## src/rtl/i2c_master_if.sv

```systemverilog
// CSR bus and open-drain I2C pad signals of the byte-level I2C initiator.
interface i2c_master_if;
  localparam int unsigned AW = 5;
  localparam int unsigned DW = 8;

  logic [AW-1:0] csr_a;
  logic [DW-1:0] csr_di;
  logic          csr_we;
  logic [DW-1:0] csr_do;
  logic          scl_in;
  logic          scl_oe;
  logic          sda_in;
  logic          sda_oe;
  logic          irq;

  modport master (
    output csr_a, csr_di, csr_we, scl_in, sda_in,
    input  csr_do, scl_oe, sda_oe, irq
  );

  modport slave (
    input  csr_a, csr_di, csr_we, scl_in, sda_in,
    output csr_do, scl_oe, sda_oe, irq
  );
endinterface

```

## src/rtl/i2c_master.sv

```systemverilog
// Byte-level I2C initiator: START / one byte / STOP sequencing on quarter-period
// ticks, controlled through three CSRs.
module i2c_master #(
  parameter logic [4:0] BASE_ADDR        = 5'h18,
  parameter logic [7:0] DEFAULT_PRESCALE = 8'd13
) (
  input logic         clk,
  input logic         rst_n,
  i2c_master_if.slave bus
);

  localparam int unsigned AW = 5;
  localparam int unsigned DW = 8;
  localparam int unsigned QW = 2;
  localparam int unsigned BW = 3;

  localparam logic [AW-1:0] A_CTRL = BASE_ADDR;
  localparam logic [AW-1:0] A_DATA = BASE_ADDR + AW'(1);
  localparam logic [AW-1:0] A_PRE  = BASE_ADDR + AW'(2);

  typedef enum logic [2:0] {S_IDLE, S_START, S_BIT, S_ACK, S_STOP} state_t;

  state_t        state, state_n;
  logic [QW-1:0] q, q_n;
  logic [DW-1:0] cnt, cnt_n;
  logic [BW-1:0] bit_cnt, bit_cnt_n;
  logic [DW-1:0] shreg, shreg_n;
  logic [DW-1:0] txdata, txdata_n;
  logic [DW-1:0] rxdata, rxdata_n;
  logic [DW-1:0] prescale, prescale_n;
  logic          ie, ie_n;
  logic          done, done_n;
  logic          rxack, rxack_n;
  logic          do_stop, do_stop_n;
  logic          do_byte, do_byte_n;
  logic          is_read, is_read_n;
  logic          mack, mack_n;
  logic          scl_oe_r, scl_oe_n;
  logic          sda_oe_r, sda_oe_n;
  logic [DW-1:0] csr_do_r, csr_do_n;
  logic          irq_r, irq_n;

  logic busy_c, stretch_c, tick_c, enter_c;
  logic unused_di;

  assign unused_di  = ^bus.csr_di[6:5];
  assign busy_c     = (state != S_IDLE);
  // Released SCL still low on the pad means a responder is stretching the clock.
  assign stretch_c  = busy_c && !scl_oe_r && !bus.scl_in;
  assign tick_c     = busy_c && (cnt == '0) && !stretch_c;

  assign bus.scl_oe = scl_oe_r;
  assign bus.sda_oe = sda_oe_r;
  assign bus.csr_do = csr_do_r;
  assign bus.irq    = irq_r;

  always_ff @(posedge clk) begin
    if (!rst_n) begin
      state    <= S_IDLE;
      q        <= '0;
      cnt      <= '0;
      bit_cnt  <= '0;
      shreg    <= '0;
      txdata   <= '0;
      rxdata   <= '0;
      prescale <= DEFAULT_PRESCALE;
      ie       <= 1'b0;
      done     <= 1'b0;
      rxack    <= 1'b0;
      do_stop  <= 1'b0;
      do_byte  <= 1'b0;
      is_read  <= 1'b0;
      mack     <= 1'b0;
      scl_oe_r <= 1'b0;
      sda_oe_r <= 1'b0;
      csr_do_r <= '0;
      irq_r    <= 1'b0;
    end else begin
      state    <= state_n;
      q        <= q_n;
      cnt      <= cnt_n;
      bit_cnt  <= bit_cnt_n;
      shreg    <= shreg_n;
      txdata   <= txdata_n;
      rxdata   <= rxdata_n;
      prescale <= prescale_n;
      ie       <= ie_n;
      done     <= done_n;
      rxack    <= rxack_n;
      do_stop  <= do_stop_n;
      do_byte  <= do_byte_n;
      is_read  <= is_read_n;
      mack     <= mack_n;
      scl_oe_r <= scl_oe_n;
      sda_oe_r <= sda_oe_n;
      csr_do_r <= csr_do_n;
      irq_r    <= irq_n;
    end
  end

  always_comb begin
    state_n    = state;
    q_n        = q;
    cnt_n      = cnt;
    bit_cnt_n  = bit_cnt;
    shreg_n    = shreg;
    txdata_n   = txdata;
    rxdata_n   = rxdata;
    prescale_n = prescale;
    ie_n       = ie;
    done_n     = done;
    rxack_n    = rxack;
    do_stop_n  = do_stop;
    do_byte_n  = do_byte;
    is_read_n  = is_read;
    mack_n     = mack;
    scl_oe_n   = scl_oe_r;
    sda_oe_n   = sda_oe_r;
    csr_do_n   = '0;
    enter_c    = 1'b0;

    // CSR writes; while busy only IE is writable
    if (bus.csr_we) begin
      if (bus.csr_a == A_CTRL) begin
        ie_n = bus.csr_di[7];
        if (!busy_c) begin
          done_n = 1'b0;
          if (|bus.csr_di[3:0]) begin
            enter_c   = 1'b1;
            q_n       = '0;
            bit_cnt_n = '0;
            shreg_n   = txdata;
            do_stop_n = bus.csr_di[1];
            do_byte_n = bus.csr_di[2] | bus.csr_di[3];
            is_read_n = bus.csr_di[2] & ~bus.csr_di[3];
            mack_n    = bus.csr_di[4];
            if (bus.csr_di[0])                       state_n = S_START;
            else if (bus.csr_di[2] | bus.csr_di[3])  state_n = S_BIT;
            else                                     state_n = S_STOP;
          end
        end
      end else if (bus.csr_a == A_DATA && !busy_c) begin
        txdata_n = bus.csr_di;
      end else if (bus.csr_a == A_PRE && !busy_c) begin
        prescale_n = bus.csr_di;
      end
    end

    // Quarter sequencing
    if (tick_c) begin
      enter_c = 1'b1;
      q_n     = QW'(q + QW'(1));
      case (state)
        S_START: if (q == QW'(3)) begin
          if (do_byte)      state_n = S_BIT;
          else if (do_stop) state_n = S_STOP;
          else begin
            state_n = S_IDLE;
            done_n  = 1'b1;
          end
        end
        S_BIT: begin
          if (q == QW'(2)) shreg_n = {shreg[DW-2:0], bus.sda_in};
          if (q == QW'(3)) begin
            if (bit_cnt == BW'(7)) state_n = S_ACK;
            else                   bit_cnt_n = BW'(bit_cnt + BW'(1));
          end
        end
        S_ACK: begin
          if (q == QW'(2) && !is_read) rxack_n = bus.sda_in;
          if (q == QW'(3)) begin
            if (is_read) rxdata_n = shreg;
            if (do_stop) state_n = S_STOP;
            else begin
              state_n = S_IDLE;
              done_n  = 1'b1;
            end
          end
        end
        S_STOP: if (q == QW'(3)) begin
          state_n = S_IDLE;
          done_n  = 1'b1;
        end
        default: ;
      endcase
    end else if (busy_c) begin
      cnt_n = stretch_c ? prescale : DW'(cnt - DW'(1));
    end

    // Line levels are set once on entry to each quarter
    if (enter_c) begin
      cnt_n = prescale;
      case (state_n)
        S_START: case (q_n)
          2'd0:    sda_oe_n = 1'b0;
          2'd1:    scl_oe_n = 1'b0;
          2'd2:    sda_oe_n = 1'b1;
          default: scl_oe_n = 1'b1;
        endcase
        S_BIT: case (q_n)
          2'd0: begin
            scl_oe_n = 1'b1;
            sda_oe_n = is_read_n ? 1'b0 : ~shreg_n[DW-1];
          end
          2'd1:    scl_oe_n = 1'b0;
          2'd3:    scl_oe_n = 1'b1;
          default: ;
        endcase
        S_ACK: case (q_n)
          2'd0: begin
            scl_oe_n = 1'b1;
            sda_oe_n = is_read_n ? ~mack_n : 1'b0;
          end
          2'd1:    scl_oe_n = 1'b0;
          2'd3:    scl_oe_n = 1'b1;
          default: ;
        endcase
        S_STOP: case (q_n)
          2'd0: begin
            scl_oe_n = 1'b1;
            sda_oe_n = 1'b1;
          end
          2'd1:    scl_oe_n = 1'b0;
          2'd3:    sda_oe_n = 1'b0;
          default: ;
        endcase
        default: ;
      endcase
    end

    // Registered read mux
    if (bus.csr_a == A_CTRL)      csr_do_n = {ie, 4'b0000, done, rxack, busy_c};
    else if (bus.csr_a == A_DATA) csr_do_n = rxdata;
    else if (bus.csr_a == A_PRE)  csr_do_n = prescale;

    irq_n = done_n & ie_n;
  end

endmodule

```

## src/flat_wrapper.sv

```systemverilog
// flat-port wrapper written by rule: the top's interface ports become plain ports
module i2c_master_flat 
#(
  parameter logic [4:0] BASE_ADDR        = 5'h18,
  parameter logic [7:0] DEFAULT_PRESCALE = 8'd13
)
  (clk, rst_n, bus_csr_a, bus_csr_di, bus_csr_we, bus_scl_in, bus_sda_in, bus_csr_do, bus_scl_oe, bus_sda_oe, bus_irq);
  i2c_master_if bus_i ();
  input logic clk;
  input logic rst_n;
  input wire logic [$bits(bus_i.csr_a)-1:0] bus_csr_a;
  input wire logic [$bits(bus_i.csr_di)-1:0] bus_csr_di;
  input wire logic [$bits(bus_i.csr_we)-1:0] bus_csr_we;
  input wire logic [$bits(bus_i.scl_in)-1:0] bus_scl_in;
  input wire logic [$bits(bus_i.sda_in)-1:0] bus_sda_in;
  output wire logic [$bits(bus_i.csr_do)-1:0] bus_csr_do;
  output wire logic [$bits(bus_i.scl_oe)-1:0] bus_scl_oe;
  output wire logic [$bits(bus_i.sda_oe)-1:0] bus_sda_oe;
  output wire logic [$bits(bus_i.irq)-1:0] bus_irq;
  assign bus_i.csr_a = bus_csr_a;
  assign bus_i.csr_di = bus_csr_di;
  assign bus_i.csr_we = bus_csr_we;
  assign bus_i.scl_in = bus_scl_in;
  assign bus_i.sda_in = bus_sda_in;
  assign bus_csr_do = bus_i.csr_do;
  assign bus_scl_oe = bus_i.scl_oe;
  assign bus_sda_oe = bus_i.sda_oe;
  assign bus_irq = bus_i.irq;
  i2c_master #(.BASE_ADDR(BASE_ADDR), .DEFAULT_PRESCALE(DEFAULT_PRESCALE)) u_core (.clk(clk), .rst_n(rst_n), .bus(bus_i));
endmodule
```

## config.mk

```make
export PLATFORM = sky130hd
export DESIGN_NAME = i2c_master_flat
export DESIGN_NICKNAME = d
export VERILOG_FILES = /design/src/rtl/i2c_master_if.sv /design/src/rtl/i2c_master.sv /design/src/flat_wrapper.sv
export SDC_FILE = /design/constraint.sdc
export NUM_CORES = 1
export LEC_CHECK = 0
export CORE_ASPECT_RATIO = 1.25
export CORE_MARGIN = 4
export CORE_UTILIZATION = 52
export CTS_CLUSTER_DIAMETER = 40
export DETAILED_ROUTE_END_ITERATION = 10
export GPL_TIMING_DRIVEN = 0
export PLACE_DENSITY = 0.8
export REMOVE_ABC_BUFFERS = 1
export SYNTH_ARGS = -nofsm -noshare
export SYNTH_HDL_FRONTEND = slang
export SYNTH_SLANG_ARGS = --single-unit
```

## constraint.sdc

```tcl
create_clock -name clk -period 2.8 [get_ports clk]
set_input_delay 0.56 -clock clk [delete_from_list [all_inputs] [get_ports clk]]
set_output_delay 0.56 -clock clk [all_outputs]
set_load 0.01 [all_outputs]
```

==> impl_metrics.toml <==
[placed_design]
dp_hpwl_um = 5670
gp_congestion = 0.922
io_buffers = 28
dpl_cell_area_sq_um = 3640

[floorplan]
rows = 32
num_io_pins = 29
dieWidth_um = 79.5
die_area_sq_um = 7750
initial_utilization_pct = 53.6
coreArea_sq_um = 6210
die_h_um = 97.4

[routing]
via_per_inst = 6.06
drt_pass1_iterations = 5
drtIter0Drc = 268
wl_per_cell_um = 16.8
ant_nets = 0
vias = 3090
routed_wl_um = 8550
drc_errors = 0

[timing]
finalCriticalPeriod_ns = 2.77
relSlewSlack_pct = 35.6
fmax_ghz = 0.361
fin_skew_ns = 0.0106
drv_slew = 0
hold_violations = 0
worstMarginPinSlew_ns = 0.963
period_share_pct = 99.0
hold_slack_ns = 0.474
rsz0062_at_grt = "yes"
setup_viol = 0
tns_ns = 0

[clocking]
htreeDepth = 3
cts_tree = "yes"
cts_made_buffers = 9
clk_latency_ns = 0.35
cts_hold_buffers = 0
clock-sinks = 66
clock-root-buffer = "clkbuf_8"
cts_buffer_depth = 2
path_clk_slew_ns = 0.07

[synth]
synth_largest_area_cell = "dfxtp_1"
syn_avg_cell_area_sq_um = 8.62
yosysWarnings = 0
yosysTopAreaCellShare_pct = 39.7
synthTopCellsByArea = "dfxtp_1 (40%), mux2i_1 (7.5%), nor2_1 (6.0%), nand2_1 (5.4%), ha_1 (3.4%)"
synth_edf_count = 0
yosysSeqAreaShare_pct = 39.7
synth_ff_type = "dfxtp_1"
syn_inst = 386
ys_types = 60
ys_async_sr_fraction_pct = 0
syn_area_sq_um = 3330
synth-seq-cells = 66

[pwr]
p_seq_share_pct = 45.0
p_clk_share_pct = 47.8
p_comb_share_pct = 7.2
ir_drop_uv = 329
powerDensity_nw_per_um2 = 516
p_sw_uw = 483
leakagePower_uw = 0.00159
p_int_uw = 1620
sw_frac_of_total_pct = 22.9

[layout]
fin_nets = 447
regArea_sq_um = 1320
drive_gt1_share_pct = 15.3
area_growth_pct = 22.8
n_fill_cell = 503
multiInputGateArea_sq_um = 2010
design_area_sq_um = 4080
diodes = 0

[setup_path]
critPathKind = "flop to flop"
worstSetupStartpoint = "u_core.cnt[4]"
startpoint_type = "flop"
worst_setup_path_end_kind = "flop"
critical_path_arrival_ns = 3.00
ff2ff_setup_slack_ns = 0.03
r2r_cells = 9
cp_max_fo = 6
cp.required_ns = 3.03
crit_end = "u_core.bus.scl_oe"
regToRegEndpoint = "u_core.bus.scl_oe"
crit-reg2reg-launch = "u_core.cnt[4]"

[global_route]
met2_usage_pct = 34.7
grt_usage_pct = 22.3
antenna_found_initial = 0
first_global_vias = 2782
grt_max_degree = 38
use_met3_pct = 3.25
top_usage_layer = "met2"
grt-ovfl-total = 0
met1_usage_pct = 29.1
grt_pass1_wl_um = 13500

[job]
maxCapViolCount = 0

[worst_hold_path]
min_path_type = "flop to flop"

[outcome]
status = "finished, final reports clean"
power groups by stage:
stage	registers (uW)	logic [uW]	clock network, uW
after floorplan	969	69.2	0
after detailed placement	971	129	0
after CTS	949	140	1010
final	949	151	1010
after global placement	970	127	0
after global routing	950	163	1050
critical path, stage by stage, from the launching register on:
cell	delay (ns)
dfxtp_2	0.36
or4_4	0.59
or4_4	0.55
o21ai_4	0.19
inv_1	0.09
ha_2	0.22
nor2_4	0.13
nand3_1	0.09
o21a_1	0.12
o311a_1	0.33
timing repair:
item	CTS	global route
resized for setup	18	13
pin swaps	5	4
setup buffers	8	3
endpoints found under the setup margin	12	27
flip-flops by register name, indices dropped and copies added, names as in the netlist, 2 cells and up:
signal	cells
u_core.bit_cnt	3
u_core.bus.csr_do	8
u_core.cnt	8
u_core.prescale	8
u_core.q	2
u_core.rxdata	8
u_core.shreg	8
u_core.state	3
u_core.txdata	8
synth_stat cells, drive strengths merged, types with 8 or more instances:
master	count
nor2b	8
ha	9
inv	11
nand2	48
dfxtp	66
a22oi	10
clkbuf	12
mux2i	25
o21ai	15
nor2	54
nand3	20
and2	8
a21oi	21
kinds of logic (layout without fill, tap and decap cells):
kind of cell	count (synthesis)	after routing	synth area share, %
compound gates	80	80	17.5
simple gates	179	179	28.5
mux	25	25	7.52
flops	66	66	39.7
buf+inv	27	66	3.39
fa+ha+maj	9	9	3.39
placed cells by master, fill, tap and decap left out, types with 4 or more instances in the layout:
| cell type | count |
|---|---|
| clkdlybuf4s50_1 | 23 |
| buf_4 | 11 |
| mux2i_1 | 25 |
| a222oi_1 | 4 |
| nand3_1 | 19 |
| o211a_1 | 6 |
| a22oi_1 | 10 |
| a21oi_1 | 18 |
| nand4_1 | 4 |
| inv_1 | 10 |
| dlygate4sd2_1 | 5 |
| and2_1 | 6 |
| clkbuf_8 | 10 |
| ha_1 | 7 |
| nor2b_1 | 8 |
| dfxtp_1 | 65 |
| nor2_1 | 49 |
| o21ai_0 | 13 |
| nand2_1 | 48 |
per-layer routing:
layer	share of wire, %	up-vias
met5	0	-
met4	3.1	0
met3	6.2	27
met2	49	125
met1	42	1478
li1	-	1460
metrics by stage:
step	power (uW)	setup WS (ns)	util (%)	std cells
final	2110	0.0291	65.8	510
after global routing	2160	-0.0962	65.8	510
after CTS	2100	0.0111	64.4	507
after detailed placement	1100	-1.26	58.7	483
after global placement	1100	-1.20	58.7	483
after floorplan	1040	-0.0905	-	370
worst min-delay path by stage:
stage / from / endpoint / slack (ns) / cells after the start
floorplan: u_core.bit_cnt[0] / u_core.bit_cnt[0] / 0.44 / 2
global placement: u_core.bus.sda_oe / u_core.bus.sda_oe / 0.45 / 2
detailed placement: u_core.bus.sda_oe / u_core.bus.sda_oe / 0.46 / 2
CTS: u_core.bus.sda_oe / u_core.bus.sda_oe / 0.47 / 2
global route: u_core.bit_cnt[0] / u_core.bit_cnt[0] / 0.51 / 2
finish: u_core.bus.sda_oe / u_core.bus.sda_oe / 0.47 / 2
cell type report:
type                    count  area share (%)
flip-flops and latches     66            32.4
clock inverters             6            2.76
inverters                  11            1.01
multi-input cells         293            49.1
repair buffers             39            8.73
well taps                  85            2.60
clock buffers              10            3.37
No activity file was read; power rests on OpenSTA's default activity.
